===== src/rtl/med_pkg.sv =====
// Shared types and sizing helpers for the median sequencer.
// State encoding, pass count and counter widths derived from SIZE.
package med_pkg;

    typedef enum logic [1:0] {
        IDLE = 2'd0,
        LOAD = 2'd1,
        SORT = 2'd2,
        HOLD = 2'd3
    } state_e;

    function automatic int passes(input int size);
        return (size + 1) / 2;
    endfunction

    function automatic int cnt_w(input int size);
        return $clog2(size);
    endfunction

    function automatic int pass_w(input int size);
        return $clog2(passes(size) + 1);
    endfunction

    localparam int PASSES = passes(9);

endpackage


===== src/rtl/med_ctrl_if.sv =====
// Valid/ready sample stream used on both sides of med_ctrl.
// Ports: data, valid (source to sink), ready (sink to source).
interface med_ctrl_if #(parameter int N = 7);

    logic [N:0] data;
    logic       valid;
    logic       ready;

    modport master (output data, output valid, input  ready);
    modport slave  (input  data, input  valid, output ready);

endinterface


===== src/rtl/MED.sv =====
// 9-tap median datapath: SIZE-entry register ring with sort network.
// Ports: CLK, DI sample in, DSI shift-in, BYP bypass/sort select, DO median tap.
module MED #(
    parameter int N    = 7,
    parameter int SIZE = 9
) (
    input  logic       CLK,
    input  logic [N:0] DI,
    input  logic       DSI,
    input  logic       BYP,
    output logic [N:0] DO
);

    logic [N:0] r [SIZE];
    logic [N:0] s [SIZE];
    logic [N:0] t;

    // One odd-even transposition round (two layers) per compare cycle;
    // larger values move toward the top index.
    always_comb begin
        s = r;
        t = '0;
        for (int i = 0; i + 1 < SIZE; i += 2) begin
            if (s[i] > s[i+1]) begin
                t      = s[i];
                s[i]   = s[i+1];
                s[i+1] = t;
            end
        end
        for (int i = 1; i + 1 < SIZE; i += 2) begin
            if (s[i] > s[i+1]) begin
                t      = s[i];
                s[i]   = s[i+1];
                s[i+1] = t;
            end
        end
    end

    // Bypass without DSI leaves the ring untouched, so stall cycles
    // never push a loaded sample out of the window.
    always_ff @(posedge CLK) begin
        if (!BYP) begin
            r <= s;
        end else if (DSI) begin
            r[0] <= DI;
            for (int i = 1; i < SIZE; i++)
                r[i] <= r[i-1];
        end
    end

    assign DO = r[SIZE/2];

endmodule


===== src/rtl/med_ctrl.sv =====
// Median sequencer: loads SIZE samples, runs sort passes, holds result.
// Ports: CLK, RST_N, in_s (sample stream), out_m (median stream), BUSY.
module med_ctrl
    import med_pkg::*;
#(
    parameter int N    = 7,
    parameter int SIZE = 9
) (
    input  logic       CLK,
    input  logic       RST_N,
    med_ctrl_if.slave  in_s,
    med_ctrl_if.master out_m,
    output logic       BUSY
);

    localparam int NP = passes(SIZE);
    localparam int CW = cnt_w(SIZE);
    localparam int PW = pass_w(SIZE);

    localparam logic [CW-1:0] CNT_LAST = CW'(SIZE - 1);
    localparam logic [PW-1:0] PAS_LAST = PW'(NP - 1);

    state_e        state;
    logic [CW-1:0] cnt;
    logic [PW-1:0] pas;
    logic [N:0]    odata;
    logic [N:0]    dout;
    logic          dsi;
    logic          byp;
    logic          acc;

    assign in_s.ready  = (state == IDLE) || (state == LOAD);
    assign out_m.valid = (state == HOLD);
    assign out_m.data  = odata;
    assign BUSY        = (state != IDLE);

    assign acc = in_s.valid & in_s.ready;
    assign dsi = acc;
    // Compare/exchange on every sort cycle except the pass-closing one.
    assign byp = !((state == SORT) && (cnt != CNT_LAST));

    MED #(.N(N), .SIZE(SIZE)) u_med (
        .CLK (CLK),
        .DI  (in_s.data),
        .DSI (dsi),
        .BYP (byp),
        .DO  (dout)
    );

    always_ff @(posedge CLK or negedge RST_N) begin
        if (!RST_N) begin
            state <= IDLE;
            cnt   <= '0;
            pas   <= '0;
            odata <= '0;
        end else begin
            unique case (state)
                IDLE: begin
                    if (acc) begin
                        cnt   <= CW'(1);
                        state <= LOAD;
                    end
                end
                LOAD: begin
                    if (acc) begin
                        if (cnt == CNT_LAST) begin
                            cnt   <= '0;
                            pas   <= '0;
                            state <= SORT;
                        end else begin
                            cnt <= cnt + CW'(1);
                        end
                    end
                end
                SORT: begin
                    if (cnt == CNT_LAST) begin
                        cnt <= '0;
                        if (pas == PAS_LAST) begin
                            pas   <= '0;
                            odata <= dout;
                            state <= HOLD;
                        end else begin
                            pas <= pas + PW'(1);
                        end
                    end else begin
                        cnt <= cnt + CW'(1);
                    end
                end
                HOLD: begin
                    if (out_m.ready)
                        state <= IDLE;
                end
            endcase
        end
    end

endmodule


===== src/flat_wrapper.sv =====
// flat-port wrapper written by rule: the top's interface ports become plain ports
module med_ctrl_flat import med_pkg::*;
#(
    parameter int N    = 7,
    parameter int SIZE = 9
)
  (CLK, RST_N, BUSY, in_s_data, in_s_valid, in_s_ready, out_m_data, out_m_valid, out_m_ready);
  med_ctrl_if #(.N(N)) in_s_i ();
  med_ctrl_if #(.N(N)) out_m_i ();
  input  logic CLK;
  input  logic RST_N;
  output logic BUSY;
  input wire logic [$bits(in_s_i.data)-1:0] in_s_data;
  input wire logic [$bits(in_s_i.valid)-1:0] in_s_valid;
  output wire logic [$bits(in_s_i.ready)-1:0] in_s_ready;
  output wire logic [$bits(out_m_i.data)-1:0] out_m_data;
  output wire logic [$bits(out_m_i.valid)-1:0] out_m_valid;
  input wire logic [$bits(out_m_i.ready)-1:0] out_m_ready;
  assign in_s_i.data = in_s_data;
  assign in_s_i.valid = in_s_valid;
  assign in_s_ready = in_s_i.ready;
  assign out_m_data = out_m_i.data;
  assign out_m_valid = out_m_i.valid;
  assign out_m_i.ready = out_m_ready;
  med_ctrl #(.N(N), .SIZE(SIZE)) u_core (.CLK(CLK), .RST_N(RST_N), .in_s(in_s_i), .out_m(out_m_i), .BUSY(BUSY));
endmodule

===== config.mk =====
export PLATFORM = sky130hd
export DESIGN_NAME = med_ctrl_flat
export DESIGN_NICKNAME = d
export VERILOG_FILES = /design/src/rtl/med_pkg.sv /design/src/rtl/med_ctrl_if.sv /design/src/rtl/MED.sv /design/src/rtl/med_ctrl.sv /design/src/flat_wrapper.sv
export SDC_FILE = /design/constraint.sdc
export NUM_CORES = 1
export LEC_CHECK = 0
export BUFFER_PORTS_ARGS = -buffer_cell sky130_fd_sc_hd__clkbuf_2
export CORE_ASPECT_RATIO = 2
export CORE_MARGIN = 4
export CORE_UTILIZATION = 59
export CTS_CLUSTER_SIZE = 8
export DETAILED_ROUTE_END_ITERATION = 8
export PLACE_DENSITY_LB_ADDON = 0.3
export SLEW_MARGIN = 10
export SYNTH_ARGS = -nofsm -noshare
export SYNTH_HDL_FRONTEND = slang
export SYNTH_HIERARCHICAL = 1
export SYNTH_SLANG_ARGS = --single-unit

===== constraint.sdc =====
create_clock -name CLK -period 5.56 [get_ports CLK]
set_input_delay 1.112 -clock CLK [delete_from_list [all_inputs] [get_ports CLK]]
set_output_delay 1.112 -clock CLK [all_outputs]
set_load 0.005 [all_outputs]

==> flow_metrics.env, run 1 <==
export IMPL_drc=0
export IMPL_finalMaxSlewViolations=0
export IMPL_synthFlopType="edfxtp_1"
export IMPL_synth_simple_area_share_pct=12.5
export IMPL_synthAdderAreaFrac_pct=13.4
export IMPL_cts_hold_buffers=0
export IMPL_grt_pass1_vias=5870
export IMPL_avgSynthCellArea_um2=9.90
export IMPL_grt_start_max_net_pins=49
export IMPL_routed_wl_mm=17.9
export IMPL_ys_types=66
export IMPL_seq_area_um2=2590
export IMPL_synth_compound_area_share_pct=22.8
export IMPL_endpoint="u_core/u_med/r[30]"
export IMPL_n_fill_cell=888
export IMPL_fin_skew_ps=9.03
export IMPL_drt_iter0_drc=423
export IMPL_finalNetCount=776
export IMPL_grt_first_pass_wirelength_mm=28.9
export IMPL_rsz0062_at_grt="false"
export IMPL_cpMaxStageDelayCell="a21oi_1"
export IMPL_core_area_um2=11300
export IMPL_drt_vias_per_instance=6.71
export IMPL_globalRouteOverflowTotal=0
export IMPL_die_y_um=160
export IMPL_first_pass_iters=5
export IMPL_layout_drive_gt1_share_pct=15.2
export IMPL_cts_path_max_buffers=2
export IMPL_synth_fp_nets=772
export IMPL_crit_chain="ha_1 -> nand4_2 -> nor2_2 -> a211o_1 -> nand2_2 -> a21oi_1 -> inv_1 -> ha_1 -> nand2_1 -> o21ai_0 -> mux2i_1 -> a21oi_1 -> and2_1 -> a221oi_1"
export IMPL_hold_violations=0
export IMPL_reg2reg_from="u_core/u_med/DO[7]"
export IMPL_root_buffer="clkbuf_16"
export IMPL_dpl_hpwl_mm=13.7
export IMPL_track_usage_pct=26.9
export IMPL_rr_endpoint="u_core/u_med/r[30]"
export IMPL_synth_seq_cells=89
export IMPL_synthMuxAreaShare_pct=6.18
export IMPL_arrival_ps=4820
export IMPL_synth_top_family_by_area="compound AO/OA/AOI/OAI gates"
export IMPL_cp_start_kind="flip-flop"
export IMPL_clock_fmax_mhz=209
export IMPL_path_clk_slew_ps=70
export IMPL_cp_required_ps=5600
export IMPL_relSlewSlack_pct=43.4
export IMPL_post_drt_wl_per_cell_um=21.3
export IMPL_vias=5622
export IMPL_die_area_um2=13400
export IMPL_clock_sinks=89
export IMPL_crit_path_start="u_core/u_med/DO[7]"
export IMPL_outcome="complete, no violations"
export IMPL_synth_xor_area_share_pct=0
export IMPL_yosysWarnings=6
export IMPL_antenna_found_initial=0
export IMPL_r2r_slack_ps=780
export IMPL_fin_setup_tns_ps=0
export IMPL_yosysSeqAreaShare_pct=38.0
export IMPL_cts_resized=0
export IMPL_cpPeakStageDelay_ps=560
export IMPL_async_flop_share_pct=19.1
export IMPL_hp_class="reg -> reg"
export IMPL_synthCells=687
export IMPL_globalplace_congestion=0.948
export IMPL_tightest_slew_ps=849
export IMPL_io_buffers=22
export IMPL_min_period_ps=4780
export IMPL_synth_edff_count=72
export IMPL_syn2layout_area_growth_pct=5.83
export IMPL_worst_setup_path_type="reg -> reg"
export IMPL_diodes=0
export IMPL_finalCritPeriodShare_pct=86.0
export IMPL_clock_latency_ps=350
export IMPL_multi_input_area_um2=3740
export IMPL_reg2reg_depth=14
export IMPL_setup_viol=0
export IMPL_fp_dieW_um=83.9
export IMPL_netlist_area_um2=6800
export IMPL_path_max_fanout=17
export IMPL_core_rowCount=55
export IMPL_htreeDepth=3
export IMPL_postCtsSetupBuffers=0
export IMPL_drv_cap=0
export IMPL_cp_end_kind="flip-flop"
export IMPL_ant_nets=0
export IMPL_cts_tree="yes"
export IMPL_cts_buffers_inserted=9
export IMPL_ioPinCount=23
export IMPL_start_util_pct=60.3
worst min-delay path by stage:
stage / from / endpoint / cells past startpoint
after floorplan: u_core/pas[1] / u_core/pas[1] / 2
after global placement: u_core/out_m.data[6] / u_core/out_m.data[6] / 1
after detailed placement: u_core/out_m.data[0] / u_core/out_m.data[0] / 1
after CTS: u_core/out_m.data[0] / u_core/out_m.data[0] / 1
after global routing: u_core/out_m.data[0] / u_core/out_m.data[0] / 1
final: u_core/out_m.data[0] / u_core/out_m.data[0] / 1
synthesized netlist by cell type, types with 6 or more instances:
library cell | count | share of area (%)
o21ai_0 | 30 | 2.2
ha_1 | 73 | 13
o22a_1 | 8 | 1.0
dfrtp_1 | 17 | 6.3
mux2i_1 | 15 | 2.2
edfxtp_1 | 72 | 32
nor2b_1 | 10 | 0.92
o221a_2 | 6 | 0.99
buf_4 | 10 | 1.1
nand4_1 | 16 | 1.5
nand2_1 | 49 | 2.7
a22o_1 | 8 | 1.0
a21oi_1 | 55 | 4.0
nor3_1 | 22 | 1.6
mux2_2 | 24 | 4.0
clkbuf_1 | 7 | 0.39
o31ai_1 | 7 | 0.77
a21o_1 | 10 | 1.1
nor2_1 | 30 | 1.7
nand3_1 | 8 | 0.59
inv_1 | 72 | 4.0
a31oi_1 | 8 | 0.74
buf_2 | 8 | 0.59
a221oi_1 | 32 | 4.1
sequential cells by signal (all words and copies together) (netlist names):
register	cells
u_core/pas	3
u_core/u_med/DO	8
u_core/u_med/r	64
u_core/out_m.data	8
u_core/state	2
u_core/cnt	4
critical path, delay by kind of cell (launching register included):
kind                     cells  cell delay, ps
AO/OA/AOI/OAI                5            1680
AND/OR/NAND/NOR              5            1350
adder cells (fa/ha/maj)      2             720
buffers and inverters        1              80
multiplexers                 1             110
flip-flops                   1             520
area by class of cell:
class / count / area share [%]
clock buffers: 10 / 3.32
clock inverters: 6 / 0.556
inverters: 75 / 3.91
multi-input cells: 491 / 52.0
flip-flops and latches: 89 / 35.9
well taps: 142 / 2.47
repair buffers: 25 / 1.84
placed cells by master (no fill, tap or decap), types with 17 or more instances in the layout:
cell type,instances
mux2_2,24
nor2_1,30
a221oi_1,32
a21oi_1,55
inv_1,72
ha_1,73
o21ai_0,29
clkbuf_2,22
nand2_1,48
dfrtp_1,17
nor3_1,22
edfxtp_1,72
kinds of logic (layout without fill, tap and decap cells):
group / Yosys count / count (layout)
buf+inv: 107 / 116
compound gates: 213 / 213
fa+ha+maj: 73 / 73
mux: 39 / 39
simple gates: 166 / 166
flops: 89 / 89
per-stage QoR:
stage / setup WS, ps / instance area, um2 / util, % / cells / hold WS, ps
detailed placement: 981 / 6920 / 61.3 / 822 / 496
floorplan: 2050 / 6800 / - / 687 / 475
global placement: 1170 / 6920 / 61.3 / 822 / 490
global route: 553 / 7200 / 63.8 / 838 / 528
finish: 776 / 7200 / 63.8 / 838 / 507
CTS: 966 / 7200 / 63.8 / 838 / 511
routing by layer:
| metal | up-vias | wire length [um] | track usage (%) |
|---|---|---|---|
| met5 | - | 0 | 0 |
| met2 | 249 | 9730 | 49.9 |
| met3 | 96 | 758 | 3.30 |
| met4 | 0 | 1300 | 19.3 |
| met1 | 2664 | 6100 | 26.9 |
| li1 | 2613 | - | - |
Power of run 1 is left out: the tool's default activity adds up to more than one toggle a clock period on the data nets, which glitch-free logic cannot reach.
==> run 2: changes to the inputs <==
- CORE_ASPECT_RATIO: 2 -> not set
==> run 2 against run 1 <==
- via count down 0.64%
- fmax rose by 2.4%
- worst hold slack better by 3.3 ps
- critical path depth stayed put
- clock-buffer cell count is 3 higher
- worst setup slack better by 110 ps
- flip-flop and latch count stayed put
- sequential share of layout area fell by 0.062 points
- critical endpoint is now u_core/u_med/r[24]
==> flow_metrics.env, run 2 (synthesis gave the netlist of run 1 again) <==
export IMPL_n_fill_cell=900
export IMPL_hold_violations=0
export IMPL_routed_wl_mm=16.5
export IMPL_clock_sinks=89
export IMPL_hp_class="reg -> reg"
export IMPL_rsz0062_at_grt="false"
export IMPL_finalCritPeriodShare_pct=84.0
export IMPL_arrival_ps=4720
export IMPL_die_y_um=115
export IMPL_r2r_slack_ps=890
export IMPL_cp_required_ps=5610
export IMPL_cts_hold_buffers=0
export IMPL_regMostFlops="u_core/u_med/r"
export IMPL_fin_setup_tns_ps=0
export IMPL_largest_reg_flops=64
export IMPL_drt_iter0_drc=429
export IMPL_fin_skew_ps=10.8
export IMPL_layout_drive_gt1_share_pct=14.9
export IMPL_globalRouteOverflowTotal=0
export IMPL_track_usage_pct=25.5
export IMPL_setup_viol=0
export IMPL_cts_resized=0
export IMPL_grt_start_max_net_pins=57
export IMPL_min_from="u_core/out_m.data[2]"
export IMPL_antenna_found_initial=0
export IMPL_cts_buffers_inserted=9
export IMPL_fp_dieW_um=115
export IMPL_reg2reg_from="u_core/u_med/DO[7]"
export IMPL_clock_fmax_mhz=214
export IMPL_core_rowCount=38
export IMPL_stdcell_area_um2=7210
export IMPL_hold_depth=1
export IMPL_diodes=0
export IMPL_finalNetCount=776
export IMPL_min_period_ps=4670
export IMPL_final_cell_mix="ha_1 (73), inv_1 (72), edfxtp_1 (72), a21oi_1 (55), nand2_1 (48)"
export IMPL_worstHoldEndpoint="u_core/out_m.data[2]"
export IMPL_postCtsSetupBuffers=0
export IMPL_place_area_um2=6920
export IMPL_grt_pass1_vias=5459
export IMPL_reg2reg_depth=14
export IMPL_path_max_fanout=17
export IMPL_ant_nets=0
export IMPL_place_inst=820
export IMPL_path_clk_slew_ps=60
export IMPL_finalMaxSlewViolations=0
export IMPL_post_drt_wl_per_cell_um=19.7
export IMPL_rr_endpoint="u_core/u_med/r[24]"
export IMPL_layout_commonest_cell="ha_1"
export IMPL_globalplace_congestion=0.934
export IMPL_fin_cells=836
export IMPL_relSlewSlack_pct=20.0
export IMPL_cts_path_max_buffers=2
export IMPL_root_buffer="clkbuf_16"
export IMPL_dpl_hpwl_mm=12.0
export IMPL_tightest_slew_ps=1190
export IMPL_vias=5586
export IMPL_clock_latency_ps=350
export IMPL_grt_first_pass_wirelength_mm=27.1
export IMPL_cts_tree="yes"
export IMPL_worst_setup_path_type="reg -> reg"
export IMPL_start_util_pct=61.4
export IMPL_outcome="complete, no violations"
export IMPL_first_pass_iters=6
export IMPL_core_area_um2=11100
export IMPL_cp_start_kind="flip-flop"
export IMPL_drv_cap=0
export IMPL_cp_end_kind="flip-flop"
export IMPL_htreeDepth=3
export IMPL_drc=0
export IMPL_io_buffers=22
export IMPL_die_area_um2=13300
export IMPL_crit_path_start="u_core/u_med/DO[7]"
export IMPL_syn2layout_area_growth_pct=6.01
export IMPL_ioPinCount=23
export IMPL_drt_vias_per_instance=6.68
[run 2: cell types whose count changed in the layout (fill, tap and decap cells not counted)]
| cell | previous run | this run |
|---|---|---|
| o21ai_0 | 29 | 30 |
| clkbuf_1 | 0 | 2 |
| clkinv_2 | 2 | 1 |
| o21ai_1 | 6 | 5 |
| clkbuf_16 | 9 | 10 |
| inv_6 | 1 | 0 |
| inv_4 | 2 | 0 |
| clkinv_4 | 1 | 2 |
[run 2: worst max path at each step]
stage | to | depth (start not counted)
3_3_place_gp | u_core/u_med/r[28] | 14
2_1_floorplan | u_core/u_med/r[45] | 13
4_1_cts | u_core/u_med/r[24] | 14
5_1_grt | u_core/u_med/r[30] | 14
3_5_place_dp | u_core/u_med/r[24] | 14
6_report | u_core/u_med/r[24] | 14
[run 2: area by class of cell]
cell class              count  area (um2)  area share (%)
clock inverters             3        22.5           0.312
multi-input cells         491        3740            51.9
well taps                 140         175            2.43
flip-flops and latches     89        2590            35.9
inverters                  75         282            3.90
repair buffers             25         133            1.84
clock buffers              13         272            3.76
[run 2: stage by stage]
step	hold slack (ps)	setup WS, ps	utilization (%)
2_1_floorplan	475	2050	-
5_1_grt	547	346	65.1
3_3_place_gp	492	1330	62.4
4_1_cts	512	983	65.1
3_5_place_dp	497	1000	62.4
6_report	511	888	65.1
[run 2: layer usage]
metal	vias up	share of wire (%)	wire, um	global-route usage (%)
met2	211	51	8340	44.4
met1	2737	43	7040	32.5
met3	21	5.6	928	5.74
met5	-	0	0	0
met4	0	1.2	201	5.48
li1	2617	-	-	-
[run 2: critical path, cell delays in order, from the launching register on]
cell and delay, ps:
edfxtp_1 470, ha_1 380, nand4_2 190, nor2_2 240
a211o_1 350, nand2_2 270, a21oi_1 340, inv_1 90
ha_1 310, nand2_1 50, o21ai_0 270, mux2i_1 130
a21oi_1 550, and2_1 530, a221oi_1 190
Power of run 2 is left out for the same reason.
